File: config.mk
export PLATFORM = sky130hd
export DESIGN_NAME = vend_controller
export DESIGN_NICKNAME = d
export VERILOG_FILES = /design/src/rtl/vend_controller.sv
export SDC_FILE = /design/constraint.sdc
export NUM_CORES = 1
export LEC_CHECK = 0
export ABC_AREA = 1
export CAP_MARGIN = 30
export CORE_MARGIN = 2
export CORE_UTILIZATION = 40
export CTS_CLUSTER_SIZE = 20
export DETAILED_ROUTE_END_ITERATION = 12
export GPL_TIMING_DRIVEN = 0
export PLACE_DENSITY = 0.73
export RECOVER_POWER = 50
export SLEW_MARGIN = 25
export SYNTH_ARGS = -nofsm -noshare
export SYNTH_HDL_FRONTEND = slang
export SYNTH_SLANG_ARGS = --single-unit
File: constraint.sdc
create_clock -name CLK -period 3.3 [get_ports CLK]
set_input_delay 0.66 -clock CLK [delete_from_list [all_inputs] [get_ports CLK]]
set_output_delay 0.66 -clock CLK [all_outputs]
set_load 0.05 [all_outputs]
File: src/rtl/vend_controller.sv
// Guffin vending sequencer: accumulates coin credit in quarters, dispenses at PRICE,
// and pays change or refunds one coin per hopper handshake.
module vend_controller #(
    parameter int unsigned CREDIT_W = 4,
    parameter int unsigned PRICE    = 6
) (
    input  logic                CLK,
    input  logic                RES,
    input  logic                coin_valid,
    input  logic [1:0]          coin_code,
    input  logic                cancel,
    input  logic                hop_ready,
    output logic                guffin,
    output logic                half_out,
    output logic                qtr_out,
    output logic                coin_reject,
    output logic [2:0]          state_code,
    output logic [CREDIT_W-1:0] credit
);

    localparam int unsigned SUM_W      = CREDIT_W + 1;
    localparam int unsigned CREDIT_MAX = (1 << CREDIT_W) - 1;

    typedef enum logic [2:0] {
        IDLE    = 3'd0,
        COLLECT = 3'd1,
        VEND    = 3'd2,
        CHANGE  = 3'd3
    } state_t;

    state_t              state_q, state_d;
    logic [CREDIT_W-1:0] credit_q, credit_d;
    logic                guffin_q, guffin_d;
    logic                half_q, half_d;
    logic                qtr_q, qtr_d;
    logic                reject_q, reject_d;

    logic [2:0]          coin_val;
    logic                coin_nz;
    logic                can_take;
    logic                accept;
    logic [SUM_W-1:0]    credit_ext;
    logic [SUM_W-1:0]    sum;
    logic [SUM_W-1:0]    chg_amt;
    logic                pay_half;
    logic [CREDIT_W-1:0] vend_rem;
    logic [CREDIT_W-1:0] chg_rem;

    // Coin decode: quarter units, code 00 carries no value
    always_comb begin
        coin_val = 3'd0;
        case (coin_code)
            2'b01:   coin_val = 3'd1;
            2'b10:   coin_val = 3'd2;
            2'b11:   coin_val = 3'd4;
            default: coin_val = 3'd0;
        endcase
    end

    assign coin_nz    = coin_valid && (coin_code != 2'b00);
    assign credit_ext = {1'b0, credit_q};
    assign sum        = credit_ext + SUM_W'(coin_val);
    assign can_take   = (state_q == IDLE) || (state_q == COLLECT);
    assign accept     = coin_nz && can_take && !cancel && (sum <= SUM_W'(CREDIT_MAX));

    // Change pays the largest coin that fits; remainder after vend is never negative
    assign pay_half = (credit_ext >= SUM_W'(2));
    assign chg_amt  = pay_half ? SUM_W'(2) : SUM_W'(1);
    assign chg_rem  = CREDIT_W'(credit_ext - chg_amt);
    assign vend_rem = credit_q - CREDIT_W'(PRICE);

    // Next-state and next-output logic
    always_comb begin
        state_d  = state_q;
        credit_d = credit_q;
        guffin_d = 1'b0;
        half_d   = 1'b0;
        qtr_d    = 1'b0;
        reject_d = coin_nz && !accept;

        case (state_q)
            IDLE, COLLECT: begin
                if (accept) begin
                    credit_d = sum[CREDIT_W-1:0];
                    if (sum >= SUM_W'(PRICE)) begin
                        state_d  = VEND;
                        guffin_d = 1'b1;
                    end else begin
                        state_d = COLLECT;
                    end
                end else if ((state_q == COLLECT) && cancel) begin
                    state_d = CHANGE;
                end
            end
            VEND: begin
                credit_d = vend_rem;
                state_d  = (vend_rem != '0) ? CHANGE : IDLE;
            end
            CHANGE: begin
                if (hop_ready) begin
                    credit_d = chg_rem;
                    half_d   = pay_half;
                    qtr_d    = !pay_half;
                    if (chg_rem == '0) begin
                        state_d = IDLE;
                    end
                end
            end
            default: begin
                state_d  = IDLE;
                credit_d = '0;
            end
        endcase
    end

    // State and registered outputs; reset drops any pending change
    always_ff @(posedge CLK or negedge RES) begin
        if (!RES) begin
            state_q  <= IDLE;
            credit_q <= '0;
            guffin_q <= 1'b0;
            half_q   <= 1'b0;
            qtr_q    <= 1'b0;
            reject_q <= 1'b0;
        end else begin
            state_q  <= state_d;
            credit_q <= credit_d;
            guffin_q <= guffin_d;
            half_q   <= half_d;
            qtr_q    <= qtr_d;
            reject_q <= reject_d;
        end
    end

    assign guffin      = guffin_q;
    assign half_out    = half_q;
    assign qtr_out     = qtr_q;
    assign coin_reject = reject_q;
    assign state_code  = state_q;
    assign credit      = credit_q;

endmodule

==> results.rst <==
.. list-table::
   :header-rows: 1

   * - Metric
     - Value
   * - Run status
     - finished clean
   * - Area added between synthesis and finish
     - 27.0%
   * - Largest fanout on the critical path
     - 7
   * - Number of cells produced by synthesis
     - 121
   * - Number of sinks handled by clock tree synthesis
     - 10
   * - Layout cells sized above 1
     - 0.142
   * - H-Tree Level Count
     - 1
   * - Synth unique cells
     - 26
   * - Die area
     - 2520 um2
   * - Cell types with the largest area share after synthesis
     - dfrtp_1 29%, nand2_1 17%, ha_1 8.8%, inv_1 7.0%, nand3_1 6.5%
   * - Seq/Total Area, Yosys
     - 0.293
   * - DRC violation total after the first TritonRoute iteration
     - 35
   * - Final-stage net count
     - 157
   * - Switching power
     - 656 uW
   * - Accumulated negative setup slack
     - 0 ns
   * - Antenna Nets Post-Route
     - 0
   * - Wire length of the first global-routing pass
     - 3.15 mm
   * - Drt first pass iters
     - 4
   * - Share of synthesized registers carrying an async set or reset
     - 1.00
   * - Number of inserted filler cells in the final layout
     - 189
   * - Max Clock Skew
     - 0.000763 ns
   * - Number of buffers added by the clock tree synthesis step
     - 3
   * - Number of buffers added to fix hold violations after cts
     - 0
   * - Minimum period implied by the final worst setup slack
     - 2.56 ns
   * - Mean cell area of the mapped netlist
     - 7.05 um2
   * - Number of standard cells in the final layout excluding fillers
     - 168
   * - Placed instance count
     - 164
   * - Routed WL
     - 1.85 mm
   * - Int Power
     - 538 uW
   * - Final Setup Violations
     - 0
   * - Core ar.
     - 1980 um2
   * - Synthesis-stage register bit count
     - 10
   * - Max-slew violations
     - 0
   * - Path type of the worst min-delay path
     - register to register
   * - Adder and majority gate portion of the synthesized area
     - 0.135
   * - Cell area after layout
     - 1080 um2
   * - Leakage dissipation
     - 0.595 nW
   * - Share of cell area taken by muxes after synthesis
     - 0
   * - Max capacitance violation total
     - 0
   * - Commonest cells post-synth
     - 38 x nand2_1, 16 x inv_1, 11 x nand3_1
   * - Global Route Usage Sum
     - 0.162
   * - Routability cong.
     - 0.845
   * - Combined area of the multi-input logic cells
     - 520 um2
   * - Number of global-route vias before repair
     - 755
   * - Setup repair after global routing missed its margin
     - false
   * - Average wire per cell in the routed design
     - 11.0 um
   * - Clock latency reported for the late side of the worst-skew pair
     - 0.27 ns
   * - Crit path launch type
     - input pin
   * - I/O pin cnt
     - 18
   * - Nets in the synthesized netlist
     - 136
   * - Reg area
     - 250 um2
   * - Arrival time of data at the critical path endpoint
     - 2.78 ns
   * - Count of inserted antenna diode cells
     - 0
   * - Final hold violations
     - 0
   * - Crit path kind
     - input pin to register
   * - Category of the worst setup path capture point
     - register
   * - Share of the cycle needed by the critical path after routing
     - 0.776
   * - Maximum buffer depth of the clock tree
     - 2
   * - Count of standard-cell rows
     - 16
   * - Clock-pin slew of the registers on the worst-case setup and hold paths
     - 0.07 ns
   * - Simple-gate share of the synthesized area
     - 0.393
   * - Fraction of synthesized cell area taken by the top area cell type
     - 0.293
   * - Sequential fraction of design power
     - 0.207
   * - Cell type with the largest total area after synthesis
     - dfrtp_1
   * - Area of the mapped netlist
     - 853 um2
   * - Total DRC errors in the routed layout
     - 0
   * - Max-Slew Margin vs Limit
     - 0.657
   * - Starting Density
     - 0.431
   * - Clock tree from TritonCTS
     - done
   * - Cell area power density
     - 1100 nW/um2
   * - Primary flip-flop cell chosen by synthesis mapping
     - dfrtp_1
   * - Vias per cell
     - 4.84
   * - Detailed placement HPWL
     - 1.50 mm
   * - Dominant cell by count in the synthesized netlist
     - nand2_1
   * - Share of power burned in combinational logic
     - 0.696
   * - Post-DP Area
     - 1050 um2
   * - Slew of the pin with the lowest slew margin
     - 0.513 ns
   * - Area fraction in compound gates after synthesis
     - 0.0674
   * - Number of post-CTS setup repair buffers
     - 0
   * - Switching power share of the total
     - 0.550
   * - Number of flops mapped to enable cells by yosys
     - 0
   * - Largest family of logic cells by synthesized area
     - simple AND/OR/NAND/NOR gates
   * - Number of cells upsized or downsized after cts
     - 0
   * - Total of buffers placed on input and output ports
     - 16
   * - Buffer type at the clock tree root
     - clkbuf_4
   * - Total number of vias
     - 813
   * - Initial antenna violation count
     - 0
   * - Hold slack final
     - 0.616 ns
   * - Warning count from the yosys run
     - 0
   * - Largest voltage drop on the vdd net
     - 0.575 mV
   * - Fraction of synthesized cell area in xor and xnor cells
     - 0.0103
   * - Required @ worst endpoint
     - 3.52 ns
   * - GR Overflow Total
     - 0
   * - Largest net degree at the start of global routing
     - 11
   * - Max Clk Rate
     - 0.391 GHz
   * - Horiz. Die Dim
     - 50.2 um
   * - Clock network fraction of total power
     - 0.097
   * - Vertical extent of the die
     - 50.2 um
[cells by family (layout without fill, tap and decap cells)]
group / Yosys count / count (layout)
AND/OR/NAND/NOR: 71 / 71
adder cells (fa/ha/maj): 8 / 8
buffers and inverters: 21 / 41
other: 1 / 1
XOR/XNOR: 1 / 1
AO/OA/AOI/OAI: 9 / 9
flip-flops: 10 / 10
[final timing paths]
| path | start | to | slack [ns] | depth (start not counted) |
|---|---|---|---|---|
| max | coin_code[1] | state_code[0] | 0.74 | 13 |
| min | state_code[0] | state_code[0] | 0.62 | 2 |
| max reg2reg | credit[1] | state_code[0] | 0.94 | 12 |
| min reg2reg | state_code[0] | state_code[0] | 0.62 | 2 |
| max in group asynchronous | RES | state_code[1] | 2.19 | 1 |
| min in group asynchronous | RES | credit[2] | 0.78 | 1 |
[metrics by stage]
stage,power (mW),util,setup WS (ns)
4_1_cts,1.20,0.547,0.743
6_report,1.19,0.547,0.739
3_5_place_dp,1.08,0.528,0.472
5_1_grt,1.32,0.547,0.507
2_1_floorplan,0.868,-,0.887
3_3_place_gp,1.06,0.528,0.541
[worst max-delay path: stages]
cell	delay, ns
clkdlybuf4s50_1	0.55
nor2_1	0.08
ha_1	0.22
fa_1	0.40
nand2_2	0.10
nand2_1	0.05
nand2_1	0.09
nand3_2	0.12
nand2_2	0.11
nand2_4	0.08
a21oi_1	0.18
nand2_1	0.08
nand2_1	0.06
[power by group through the flow]
stage / Sequential (mW) / Combinational (mW) / Clock (mW)
after floorplan: 0.385 / 0.483 / 0
after global placement: 0.246 / 0.817 / 0
after detailed placement: 0.249 / 0.836 / 0
after CTS: 0.246 / 0.839 / 0.117
after global routing: 0.254 / 0.938 / 0.124
final: 0.247 / 0.831 / 0.116
[cell type report]
class / instances / area share
multi-input combinational: 90 / 0.480
sequential: 10 / 0.231
timing repair buffer: 16 / 0.148
inverter: 20 / 0.0693
clock buffer: 4 / 0.0335
tap: 27 / 0.0312
buffer: 1 / 0.00693
[state kept, by name (all words and copies together) (netlist names)]
register and flops:
guffin 1, qtr_out 1, state_code 2, coin_reject 1, credit 4, half_out 1
[cells in the final DEF, fill, tap and decap left out, types with 4 or more instances in the layout]
cell,Yosys,final
clkdlybuf4s50_1,0,11
dfrtp_1,10,10
dlygate4sd3_1,0,5
ha_1,6,6
inv_1,16,16
inv_2,4,4
nand2_1,38,38
nand3_1,11,11
nor2_1,9,9
[layer usage]
metal	vias up	track usage	routed length [um]
met3	2	0.0268	76
met4	0	0.0417	13
met5	-	0	0
met1	372	0.218	900
met2	15	0.270	863
li1	424	-	-
Note: power is estimated with default switching activity, not from simulation.
==> edit 1: new RTL, same flow settings <==
`CREDIT_W`: 4 -> 2.
--- a/src/rtl/vend_controller.sv
+++ b/src/rtl/vend_controller.sv
@@ -1,7 +1,7 @@
 // Guffin vending sequencer: accumulates coin credit in quarters, dispenses at PRICE,
 // and pays change or refunds one coin per hopper handshake.
 module vend_controller #(
-    parameter int unsigned CREDIT_W = 4,
+    parameter int unsigned CREDIT_W = 2,
     parameter int unsigned PRICE    = 6
 ) (
     input  logic                CLK,
Interface: changed (resized credit); port bits go from 18 to 16. No check against the original RTL was run, so the function may have changed too.
==> edit 1 against the original RTL <==
Power decreased by 47%. Setup slack improved by 300 ps. Routed wire length decreased by 52%. Largest cell class unchanged. Area after synthesis decreased by 41%. Sequential share of layout area increased by 6.0 points. Design area decreased by 36%. Sequential cell count decreased by 2. Highest routed layer is now met3. Fmax increased by 13%.
==> edit 1: results (changes against the original RTL) <==
status completed; vias in the first global route 397 (-47%); critical path arrival 2390 ps (-390 ps); XOR/XNOR share of the synthesized area 0 (-0.01026); Synth Area in Compound Gates 0.07444 (+0.006993); maximum vdd ir drop 0.4687 mV (-18%); Worst-Skew Late Latency 240 ps (-30 ps); worst min path class reg -> reg; synth-to-layout area growth 36.48%; clock-pin slew of the registers on the worst-case setup and hold paths 50 ps (-20 ps); main area contributors after synthesis dfrtp_1, nand2_1, inv_1; pre-CTS setup slack 798.5 ps (+327.0 ps); GRT met1 Usage 0.1901 (-0.02790); Nets 97 (-38%); Post-Synth Adder-Cell Area 0.1141 (-0.02075); vias per cell 4.480 (-7.4%); IO Port Bufs 14 (-2); synth cell count leaders nand2_1, inv_1, dfrtp_1, nor2_1, nand3_1; post-CTS resize count 0 (unchanged); Most used DFF post-synth dfrtp_1; Synth Instances 66 (-45%); synth unique cells 20 (-23%); largest net degree at the start of global routing 9 (-2); initial antenna violation count 0 (unchanged); skew final 4.899 ps (+4.137 ps); final wirelength 898 µm (-52%); Worst R2R Path Depth 10 (-2); Hold Crit Depth 1 (-1); dpl hpwl 724.6 µm (-52%); FILL cells 114 (-40%); clk buf depth 2 (unchanged); post-placement cell count 95 (-42%); DP Area 665.6 µm² (-36%); M3 GR Usage 0.08523 (+0.05844); yosys warns 0 (unchanged); static leakage 0.3701 nW (-38%); global-route wire length before repair 1614 µm (-49%); layout cells sized above 1 0.1190 (-0.02280); routability congestion estimate 0.8552 (+1.2%); post-DR wirelength/cell 9.163 µm (-17%); Seq/Total Area, Yosys 0.3970 (+0.1038); Max Fanout on Critical Path 5 (-2); gr usage total 0.1631 (+0.0006426); asr flop ratio synth 1.000 (unchanged); GR Layer Usage met2 0.2541 (-0.01564); first-iteration detailed-routing DRC count 4 (-89%)
edit 1: changes by cell type after synthesis, moves of 2 or more:
| cell | delta |
|---|---|
| nand3_1 | -7 |
| dfrtp_1 | -2 |
| nand2_1 | -22 |
| inv_1 | -4 |
| inv_2 | -3 |
| nor2_1 | -3 |
| ha_1 | -3 |
| a21oi_1 | -2 |
| nand3_2 | -2 |
edit 1: cell type report:
cell class	count	area share
multi-input combinational	45	0.3655
sequential	8	0.2909
timing repair buffer	14	0.2036
inverter	13	0.07091
clock buffer	3	0.03273
tap	14	0.02545
buffer	1	0.01091
edit 1: worst paths after layout:
| path | end | from | slack (ps) |
|---|---|---|---|
| worst min-delay path | qtr_out$_DFF_PN0_ | credit[1]$_DFFE_PN0P_ | 610 |
| max in group asynchronous | credit[1]$_DFFE_PN0P_ | RES | 2300 |
| worst max-delay path | credit[1]$_DFFE_PN0P_ | coin_code[1] | 1040 |
| worst max register to register | credit[1]$_DFFE_PN0P_ | credit[0]$_DFFE_PN0P_ | 1640 |
| worst min register to register | qtr_out$_DFF_PN0_ | credit[1]$_DFFE_PN0P_ | 610 |
| min in group asynchronous | coin_reject$_DFF_PN0_ | RES | 750 |
edit 1: cell families after synthesis:
logic type | after synthesis
AOI/OAI and AO/OA | 6
adders and majority gates | 4
buffers and inverters | 14
DFF | 8
other | 1
and+or+nand+nor | 33
edit 1: per-layer routing:
metal  share of wire  vias up
met1            0.46      191
li1                -      237
met2            0.46       11
met4               0        0
met3           0.073        0
met5               0        -
edit 1: where the power goes:
group / internal [mW] / switching [mW]
Sequential: 0.132 / 0.0391
Clock: 0.0413 / 0.0282
Combinational: 0.138 / 0.253
edit 1: metrics by stage:
stage	hold slack, ps	power (mW)
floorplan	364.4	0.4514
global placement	607.8	0.5608
detailed placement	615.8	0.5656
CTS	617.2	0.6415
global route	666.7	0.6930
finish	614.9	0.6321
edit 1: critical path, delay by kind of cell:
family | cells | cell delay [ps]
buffers and inverters | 2 | 610
adder cells (fa/ha/maj) | 2 | 580
AND/OR/NAND/NOR | 8 | 560
